==> src/rtl/instr_prefetch.sv <==
// instr_prefetch: byte FIFO fetch front end assembling opcode(+immediate) instructions
module instr_prefetch #(
  parameter int          DEPTH     = 4,
  parameter logic [7:0]  IMM_MASK  = 8'h0F,
  parameter logic [7:0]  IMM_MATCH = 8'h0F
) (
  input  logic       clk,
  input  logic       rst,
  output logic       imem_req,
  output logic [7:0] imem_addr,
  input  logic [7:0] imem_rdata,
  input  logic       redirect,
  input  logic [7:0] redirect_addr,
  output logic       ins_valid,
  input  logic       ins_ready,
  output logic [7:0] ins_op,
  output logic [7:0] ins_imm,
  output logic       ins_rimm,
  output logic [7:0] ins_pc
);
  localparam int AW = $clog2(DEPTH);
  logic [7:0]    fa, head_addr;
  logic          inflight;
  logic [AW:0]   count;
  logic [AW-1:0] rd, wr;
  logic [7:0]    fifo [DEPTH];
  logic [AW+1:0] occ;
  logic [1:0]    npop;
  always_comb begin
    occ       = {1'b0, count} + (AW+2)'(inflight);
    imem_req  = !rst && !redirect && occ < (AW+2)'(DEPTH);
    imem_addr = fa;
    ins_op    = fifo[rd];
    ins_rimm  = (ins_op & IMM_MASK) == IMM_MATCH;
    ins_imm   = ins_rimm ? fifo[rd + AW'(1)] : 8'h00;
    ins_pc    = head_addr;
    ins_valid = !rst && !redirect && (ins_rimm ? count >= (AW+1)'(2) : count != '0);
    npop      = (ins_valid && ins_ready) ? (ins_rimm ? 2'd2 : 2'd1) : 2'd0;
  end
  always_ff @(posedge clk) begin
    if (rst) begin
      fa        <= '0;
      head_addr <= '0;
      inflight  <= 1'b0;
      count     <= '0;
      rd        <= '0;
      wr        <= '0;
      for (int i = 0; i < DEPTH; i++) fifo[i] <= '0;
    end else if (redirect) begin
      fa        <= redirect_addr;
      head_addr <= redirect_addr;
      inflight  <= 1'b0;
      count     <= '0;
      rd        <= '0;
      wr        <= '0;
    end else begin
      if (imem_req) fa <= fa + 8'd1;
      inflight <= imem_req;
      if (inflight) begin
        fifo[wr] <= imem_rdata;
        wr       <= wr + AW'(1);
      end
      rd        <= rd + AW'(npop);
      head_addr <= head_addr + 8'(npop);
      count     <= count + (AW+1)'(inflight) - (AW+1)'(npop);
    end
  end
endmodule

==> config.mk <==
export PLATFORM = sky130hd
export DESIGN_NAME = instr_prefetch
export DESIGN_NICKNAME = d
export VERILOG_FILES = /design/src/rtl/instr_prefetch.sv
export SDC_FILE = /design/constraint.sdc
export NUM_CORES = 1
export LEC_CHECK = 0
export CAP_MARGIN = 15
export CORE_ASPECT_RATIO = 0.75
export CORE_MARGIN = 5
export CORE_UTILIZATION = 56
export CTS_CLUSTER_DIAMETER = 100
export DETAILED_ROUTE_END_ITERATION = 10
export HOLD_SLACK_MARGIN = 0.15
export PLACE_DENSITY = 0.86
export SYNTH_ARGS = -nofsm -noshare
export SYNTH_HDL_FRONTEND = slang
export SYNTH_SLANG_ARGS = --single-unit
==> constraint.sdc <==
create_clock -name clk -period 7.5 [get_ports clk]
set_clock_uncertainty 0.1 [all_clocks]
set_input_delay 1.5 -clock clk [delete_from_list [all_inputs] [get_ports clk]]
set_output_delay 1.5 -clock clk [all_outputs]
set_load 0.01 [all_outputs]
==> summary.md, run 1 <==
| Metric | Value |
|---|---|
| Total GRT Usage | `0.211` |
| Layout cells sized above 1 | `0.118` |
| CTS clk-pin slew, worst paths | `0.10 ns` |
| Drt total wl | `6630 um` |
| Achievable Freq | `0.188 GHz` |
| Minimum clock period | `5.32 ns` |
| HPWL Detailed | `5060 um` |
| Final hold violation count | `0` |
| Post-synthesis mux area share | `0.127` |
| I/O Buffers | `54` |
| WS Path Type | `input port to output port` |
| Final Power | `0.601 mW` |
| Drt pass-1 iters | `4` |
| Row count | `23` |
| Sequential cell area fraction in the yosys report | `0.481` |
| Commonest non-fill, non-tap cell in the layout | `clkdlybuf4s50_1` |
| Synth warn | `0` |
| XOR/XNOR share of the synthesized area | `0.0350` |
| CTS Buf Count | `5` |
| DR vias/cell | `5.65` |
| Largest family of logic cells by synthesized area | `simple AND/OR/NAND/NOR gates` |
| Synth Area in Compound Gates | `0.0718` |
| Post-synth EDFFs | `32` |
| I/O Pins | `55` |
| Grt ovf | `0` |
| Clk Latency, worst-skew pair | `0.32 ns` |
| Most frequent CP cell | `clkdlybuf4s50_1` |
| Ys async rst share | `0` |
| Gp weighted congestion | `0.932` |
| Worst slew margin | `0.300` |
| Hold Crit Class | `flip-flop to flip-flop` |
| Cts repair resizes | `0` |
| Final setup fails | `0` |
| Top Family by Delay on Critical Path | `buffers and inverters` |
| CP max stage cell | `clkdlybuf4s50_1` |
| Clock root cell | `clkbuf_8` |
| Initial antenna violation count | `0` |
| Path depth of the worst reg2reg path | `10` |
| Final Cell Area | `roughly 3700 um^2` |
| Setup Buffers After CTS | `0` |
| DRC | `0` |
| Largest net degree at the start of global routing | `20` |
| Area leader, netlist | `edfxtp_1` |
| Synthesized area | `3000 um^2` |
| Setup TNS | `0 ns` |
| Synth unique cells | `47` |
| Clock Sinks | `56` |
| Clock H-tree levels | `2` |
| Tcrit/Tclk final | `0.709` |
| Max-Cap Viols | `0` |
| Hold Startpoint | `imem_addr[5]$_SDFFE_PP0P_` |
| Hold worst-path end | `imem_addr[5]$_SDFFE_PP0P_` |
| Post-synthesis net count | `283` |
| Worst slew pin tran | `~1.0 ns` |
| Simple-Gate Fraction of Synth Area | `0.204` |
| Flop-to-flop setup slack | `approximately 3.4 ns` |
| VDD IR max | `a little over 0.1 mV` |
| Antenna-violating nets left | `0` |
| Worst Path Required | `5.90 ns` |
| Startpoint Class | `input port` |
| Final core occ | `0.695` |
| Fin nets | `332` |
| Placed cell areas | `around 3600 um^2` |
| CTS tree | `done` |
| Initial Util | `0.569` |
| Die W | `94.5 um` |
| Main area contributors after synthesis | `edfxtp_1 (32%), dfxtp_1 (16%), mux4_2 (12%)` |
| Pwr per Cell Area | `164 nW/um^2` |
| Max Slew Vio Count | `0` |
| Core area | `5270 um^2` |
| Worst hold slack | `0.437 ns` |
| Leakage Power | `1.32 nW` |
| Area Overhead vs Synth | `22.0%` |
| Mean Syn Cell Area | `11.8 um^2` |
| Worst-path maximum fanout | `19` |
| RSZ-0062 raised after global routing | `false` |
| Worst Hold Depth | `2` |
| Vias post-DR | `2,142` |
| Commonest cells after routing, fill and taps aside | `clkdlybuf4s50_1 (54), edfxtp_1 (32), and2_1 (28)` |
| Die Span Y | `73.4 um` |
| Max clock buf depth | `2` |
| Critical Path, Cell by Cell | `clkdlybuf4s50_1 > clkinv_1 > nand2_1 > a21oi_1 > clkdlybuf4s50_1` |
| Ys flop type | `edfxtp_1` |
| Post-CTS Hold Fix Bufs | `0` |
| Die area | `about 6900 um^2` |
| Mapped Cells | `254` |
| Element type at the critical path end | `output port` |
| Synth top area share | `0.320` |
| Antenna Cells | `0` |
| #FFs+latches synth | `56` |
| Max incr delay on CP | `0.73 ns` |
| First-pass GRT wire length | `around 11,000 um` |
| Wirelength per Cell | `17.5 um` |
| Adder-Cell Fraction of Synth Area | `0.0426` |
| Reg-to-Reg End | `ins_pc[6]$_SDFF_PP0_` |
| CP Buf/Inv Count | `3` |
| Detailed Route Iter0 Violations | `~130` |
| Outcome | `complete, no violations` |
| Worst r2r src | `rd[0]$_SDFF_PP0_` |
| CP arrival | `3.72 ns` |
| Vias in the first global route | `2,111` |
==> power by group <==
group	internal [mW]	leakage (nW)	switching (mW)
logic	0.0400	0.744	0.0327
registers	0.338	0.529	0.0135
clock network	0.0789	0.0479	0.0980
total	0.457	1.32	0.144
==> area by class of cell <==
cell class                 count  area, um^2
fill                         387        1610
inverter                      10        37.5
sequential                    56        1440
tap                           75        93.8
clock buffer                   7        90.1
multi-input combinational    175        1440
timing repair buffer          55         548
clock inverter                 1        7.51
==> kinds of logic (layout without fill, tap and decap cells) <==
kind of cell / after synthesis / in the layout
AND/OR/NAND/NOR: 102 / 102
XOR/XNOR: 12 / 12
AO/OA/AOI/OAI: 34 / 34
buffers and inverters: 23 / 73
flip-flops: 56 / 56
multiplexers: 18 / 18
adder cells (fa/ha/maj): 9 / 9
==> flip-flops by register name, indices dropped and copies added, names as in the netlist <==
name / count
fifo: 32
imem_addr: 8
ins_pc: 8
count: 3
rd: 2
wr: 2
inflight: 1
==> synthesized netlist by cell type (4+ instances only) <==
cell and count:
xnor2_1 6, and3_1 10, ha_1 7, o21ai_0 7, a211oi_1 6, nor2_1 11
edfxtp_1 32, mux4_2 16, xor2_1 6, nand3_1 4, nor3_1 5, inv_1 8
clkbuf_1 6, and2_1 28, nand2_1 15, nor2b_1 9, a21oi_1 12, dfxtp_1 24
==> metal layers <==
| metal | global-route usage | wire length (um) | share of wire |
|---|---|---|---|
| met1 | 0.297 | 2930 | 0.44 |
| met2 | 0.337 | 3150 | 0.47 |
| met3 | 0.0522 | 497 | 0.075 |
| met4 | 0.0416 | 51 | 0.0077 |
| met5 | 0 | 0 | 0 |
==> worst register-to-register path, delay by kind of cell, from the launching register on <==
family	cells	cell delay, ns
flops	1	1.01
buf+inv	2	0.15
fa+ha+maj	2	0.68
simple gates	2	0.74
mux	1	0.64
xor+xnor	1	0.10
compound gates	2	0.56
==> per-stage QoR <==
step / instances / worst slack (ns)
after floorplan: 254 / 3.59
after global placement: 371 / 2.28
after detailed placement: 371 / 2.22
after CTS: 379 / 2.21
after global routing: 379 / 2.04
final: 379 / 2.18
==> worst max path at each step <==
stage             start   endpoint  slack, ns  cells after the start
5_1_grt        redirect  ins_valid       2.04                      5
6_report       redirect  ins_valid       2.18                      5
4_1_cts        redirect  ins_valid       2.21                      5
3_3_place_gp   redirect  ins_valid       2.28                      5
2_1_floorplan       rst   imem_req       3.59                      4
3_5_place_dp   redirect  ins_valid       2.22                      5
(Power assumes the default switching activity.)
==> run 2: changes to the inputs <==
--- a/config.mk
+++ b/config.mk
@@ -8,11 +8,11 @@
 export CAP_MARGIN = 15
 export CORE_ASPECT_RATIO = 0.75
 export CORE_MARGIN = 5
-export CORE_UTILIZATION = 56
+export CORE_UTILIZATION = 52
 export CTS_CLUSTER_DIAMETER = 100
 export DETAILED_ROUTE_END_ITERATION = 10
 export HOLD_SLACK_MARGIN = 0.15
-export PLACE_DENSITY = 0.86
+export PLACE_DENSITY = 0.8
 export SYNTH_ARGS = -nofsm -noshare
 export SYNTH_HDL_FRONTEND = slang
 export SYNTH_SLANG_ARGS = --single-unit
==> constraint.sdc (replaced) <==
create_clock -name clk -period 5.4 [get_ports clk]
set_clock_uncertainty 0.1 [all_clocks]
set_input_delay 1.08 -clock clk [delete_from_list [all_inputs] [get_ports clk]]
set_output_delay 1.08 -clock clk [all_outputs]
set_load 0.01 [all_outputs]
==> summary.md, run 2 (synthesis results as in run 1) <==
| Metric | Value |
|---|---|
| I/O Pins | `55` |
| Worst-path maximum fanout | `12` |
| Setup Buffers After CTS | `0` |
| Antenna-violating nets left | `0` |
| CTS clk-pin slew, worst paths | `0.09 ns` |
| I/O Buffers | `54` |
| Row count | `24` |
| Vias post-DR | `2,134` |
| Initial antenna violation count | `0` |
| Detailed Route Iter0 Violations | `109` |
| Clk Latency, worst-skew pair | `approximately 0.30 ns` |
| Element type at the critical path end | `output port` |
| Clock Sinks | `56` |
| Startpoint Class | `input port` |
| Max clock buf depth | `2` |
| Antenna Cells | `0` |
| Final hold violation count | `0` |
| WS Path Type | `input port to output port` |
| Die Span Y | `75.8 um` |
| Worst hold slack | `0.422 ns` |
| HPWL Detailed | `4840 um` |
| Commonest cells after routing, fill and taps aside | `clkdlybuf4s50_1 (54), edfxtp_1 (32), and2_1 (28)` |
| Core area | `5710 um^2` |
| Minimum clock period | `4.18 ns` |
| VDD IR max | `0.130 mV` |
| Leakage Power | `1.36 nW` |
| Grt ovf | `0` |
| Clock root cell | `clkbuf_8` |
| CP arrival | `3.00 ns` |
| Worst slew margin | `0.515` |
| Largest net degree at the start of global routing | `19` |
| Area Overhead vs Synth | `23.9%` |
| Post-CTS Hold Fix Bufs | `0` |
| Die area | `7400 um^2` |
| Commonest non-fill, non-tap cell in the layout | `clkdlybuf4s50_1` |
| CTS tree | `done` |
| Footprint of the multi-input gates | `1440 um^2` |
| First-pass GRT wire length | `10,400 um` |
| Final setup fails | `0` |
| Max reg flops | `32` |
| Layout cells sized above 1 | `0.138` |
| Most flops, register | `fifo` |
| Placed cell areas | `3620 um^2` |
| Vias in the first global route | `2,063` |
| Total GRT Usage | `0.179` |
| RSZ-0062 raised after global routing | `false` |
| Achievable Freq | `between 0.2 and 0.25 GHz` |
| Worst Path Required | `4.22 ns` |
| Final Cell Area | `3720 um^2` |
| Filler Cells Inserted | `436` |
| DR vias/cell | `5.49` |
| Register Area | `1440 um^2` |
| Placed Cells | `381` |
| Drt pass-1 iters | `4` |
| CTS Buf Count | `5` |
| Fin nets | `339` |
| Outcome | `complete, no violations` |
| DRC | `0` |
| Worst slew pin tran | `0.726 ns` |
| Max Slew Vio Count | `0` |
| Clock H-tree levels | `2` |
| Hold Crit Class | `flip-flop to flip-flop` |
| Cts repair resizes | `0` |
| Wirelength per Cell | `16.2 um` |
| Max-Cap Viols | `0` |
| Gp weighted congestion | `0.823` |
| Tcrit/Tclk final | `0.774` |
| Pwr per Cell Area | `223 nW/um^2` |
| Non-Filler Instances | `389` |
| Initial Util | `0.526` |
| Die W | `97.7 um` |
| Drt total wl | `6300 um` |
| Setup TNS | `0 ns` |
## run 2: area by class of cell
cell class	instances	share of cell area
clock buffers	7	0.0242
well taps	78	0.0263
clock inverters	1	0.00202
flip-flops and latches	56	0.388
inverters	10	0.0101
repair buffers	62	0.162
multi-input cells	175	0.388
## run 2: worst paths after layout
kind / from / endpoint / slack, ns / depth (start not counted)
worst max-delay path: redirect / imem_req / 1.22 / 4
worst min-delay path: imem_addr[5]$_SDFFE_PP0P_ / imem_addr[5]$_SDFFE_PP0P_ / 0.42 / 2
worst max register to register: rd[0]$_SDFF_PP0_ / ins_pc[4]$_SDFF_PP0_ / 1.67 / 13
worst min register to register: imem_addr[5]$_SDFFE_PP0P_ / imem_addr[5]$_SDFFE_PP0P_ / 0.42 / 2
## run 2: routing by layer
layer | vias up | GRT usage | share of wire
li1 | 1035 | - | -
met1 | 1012 | 0.253 | 0.46
met2 | 78 | 0.280 | 0.45
met3 | 9 | 0.0403 | 0.078
met4 | 0 | 0.0553 | 0.013
met5 | - | 0 | 0
## run 2: stage by stage
step                      setup WS [ns]  total power [mW]   util
after global routing              0.979             0.863  0.651
after global placement             1.24             0.597  0.634
after floorplan                    2.21             0.543      -
final                              1.22             0.827  0.651
after detailed placement           1.21             0.599  0.634
after CTS                          1.17             0.832  0.651
## run 2: critical path, stage by stage
cell and delay, ns:
clkdlybuf4s50_1 0.63, or3_4 0.53, nor2_2 0.19, clkdlybuf4s50_1 0.57
## run 2: where the power goes
group          internal (mW)  switching, mW
Sequential             0.469         0.0181
Combinational         0.0569         0.0453
Clock                  0.109          0.128
Total                  0.636          0.192
==> run 3: changes to the inputs <==
--- a/config.mk
+++ b/config.mk
@@ -8,11 +8,11 @@
 export CAP_MARGIN = 15
 export CORE_ASPECT_RATIO = 0.75
 export CORE_MARGIN = 5
-export CORE_UTILIZATION = 52
+export CORE_UTILIZATION = 47
 export CTS_CLUSTER_DIAMETER = 100
 export DETAILED_ROUTE_END_ITERATION = 10
 export HOLD_SLACK_MARGIN = 0.15
-export PLACE_DENSITY = 0.8
+export PLACE_DENSITY = 0.77
 export SYNTH_ARGS = -nofsm -noshare
 export SYNTH_HDL_FRONTEND = slang
 export SYNTH_SLANG_ARGS = --single-unit
==> constraint.sdc (replaced) <==
create_clock -name clk -period 3.65 [get_ports clk]
set_clock_uncertainty 0.1 [all_clocks]
set_input_delay 0.73 -clock clk [delete_from_list [all_inputs] [get_ports clk]]
set_output_delay 0.73 -clock clk [all_outputs]
set_load 0.01 [all_outputs]
==> summary.md, run 3 (synthesis results as in run 1) <==
| Metric | Value |
|---|---|
| Max clock buf depth | `2` |
| Clock root cell | `clkbuf_8` |
| Max Slew Vio Count | `0` |
| Setup TNS | `0 ns` |
| Drt pass-1 iters | `4` |
| Die area | `just over 8000 um^2` |
| Element type at the critical path end | `output port` |
| First-pass GRT wire length | `11,200 um` |
| Detailed Route Iter0 Violations | `183` |
| Tcrit/Tclk final | `0.958` |
| Clock H-tree levels | `2` |
| Area Overhead vs Synth | `25.4%` |
| Vias post-DR | `2,184` |
| I/O Pins | `55` |
| Combinational group share of total power | `0.130` |
| Hold Startpoint | `imem_addr[5]$_SDFFE_PP0P_` |
| DRC | `0` |
| Pwr per Cell Area | `329 nW/um^2` |
| CTS clk-pin slew, worst paths | `roughly 0.10 ns` |
| Max-Cap Viols | `0` |
| Final Power | `1.24 mW` |
| Hold Crit Class | `flip-flop to flip-flop` |
| Grt ovf | `0` |
| Setup Buffers After CTS | `0` |
| Layout cells sized above 1 | `0.158` |
| Switch share | `0.254` |
| Worst Path Required | `2.82 ns` |
| Post-CTS Hold Fix Bufs | `0` |
| Die Span Y | `79.2 um` |
| Pint | `around 0.9 mW` |
| Core area | `6260 um^2` |
| CTS tree | `done` |
| Crit path from | `rst` |
| Fin nets | `between 300 and 400` |
| Clock Sinks | `56` |
| Die W | `around 100 um` |
| Row count | `25` |
| Largest net degree at the start of global routing | `20` |
| Wirelength per Cell | `approximately 17 um` |
| Worst slew margin | `0.735` |
| Seq pwr share | `0.581` |
| Net switching power | `0.314 mW` |
| Achievable Freq | `0.286 GHz` |
| CP arrival | `2.67 ns` |
| CTS Buf Count | `5` |
| Most flops, register | `fifo` |
| Outcome | `complete, no violations` |
| Clock power frac | `0.290` |
| Leakage Power | `1.38 nW` |
| Initial Util | `0.479` |
| Minimum clock period | `around 3.5 ns` |
| HPWL Detailed | `5100 um` |
| Drt total wl | `6710 um` |
| I/O Buffers | `54` |
| Commonest cells after routing, fill and taps aside | `clkdlybuf4s50_1 (54), edfxtp_1 (32), and2_1 (28)` |
| Vias in the first global route | `2,206` |
| Worst slew pin tran | `0.397 ns` |
| Antenna Cells | `0` |
| Gp weighted congestion | `approximately 0.9` |
| Antenna-violating nets left | `0` |
| Total GRT Usage | `0.179` |
| Worst-path maximum fanout | `10` |
| Max reg flops | `32` |
| Final setup fails | `0` |
| RSZ-0062 raised after global routing | `false` |
| Initial antenna violation count | `0` |
| DR vias/cell | `5.49` |
| Clk Latency, worst-skew pair | `between 0.3 and 0.4 ns` |
| Startpoint Class | `input port` |
| WS Path Type | `input port to output port` |
| Cts repair resizes | `0` |
| Filler Cells Inserted | `between 500 and 600` |
| Worst r2r src | `rd[0]$_SDFF_PP0_` |
| Commonest non-fill, non-tap cell in the layout | `clkdlybuf4s50_1` |
| Final hold violation count | `0` |
| VDD IR max | `0.162 mV` |
-- run 3: worst max-delay path, cell delays in order --
cell	delay, ns
clkdlybuf4s50_1	0.60
or3_4	0.53
nor2_2	0.21
clkdlybuf4s50_1	0.58
-- run 3: power groups by stage --
stage	Sequential, mW	Clock [mW]	Combinational, mW
6_report	0.718	0.358	0.160
3_5_place_dp	0.732	0	0.161
2_1_floorplan	0.731	0	0.0734
4_1_cts	0.718	0.362	0.161
3_3_place_gp	0.730	0	0.158
5_1_grt	0.722	0.385	0.175
-- run 3: stage by stage --
| stage | hold WS, ns | util | cells | instance area, um^2 | setup slack, ns |
|---|---|---|---|---|---|
| floorplan | 0.417 | - | 254 | 3000 | 0.638 |
| global placement | 0.393 | 0.586 | 390 | 3670 | 0.250 |
| detailed placement | 0.410 | 0.586 | 390 | 3670 | 0.150 |
| CTS | 0.423 | 0.601 | 398 | 3760 | 0.168 |
| global route | 0.453 | 0.601 | 398 | 3760 | 0.0963 |
| finish | 0.427 | 0.601 | 398 | 3760 | 0.154 |
-- run 3: worst paths after layout --
check        depth (start not counted)  slack [ns]                   endpoint
max                                  4        0.15                   imem_req
min                                  2        0.43  imem_addr[5]$_SDFFE_PP0P_
max reg2reg                         12        0.55        count[2]$_SDFF_PP0_
min reg2reg                          2        0.43  imem_addr[5]$_SDFFE_PP0P_
-- run 3: final cells by class --
type,count,area (um^2),share of cell area
clock buffer,5,68.8,0.0183
clock inverter,3,25.0,0.00665
inverter,10,37.5,0.00998
multi-input combinational,175,1440,0.383
sequential,56,1440,0.383
tap,81,101,0.0269
timing repair buffer,68,646,0.172
-- run 3: per-layer routing --
layer	vias to the layer above	GRT usage	wire length [um]
li1	1053	-	-
met1	1048	0.265	3040
met2	76	0.261	3020
met3	7	0.0413	580
met4	0	0.0524	70
met5	-	0	0
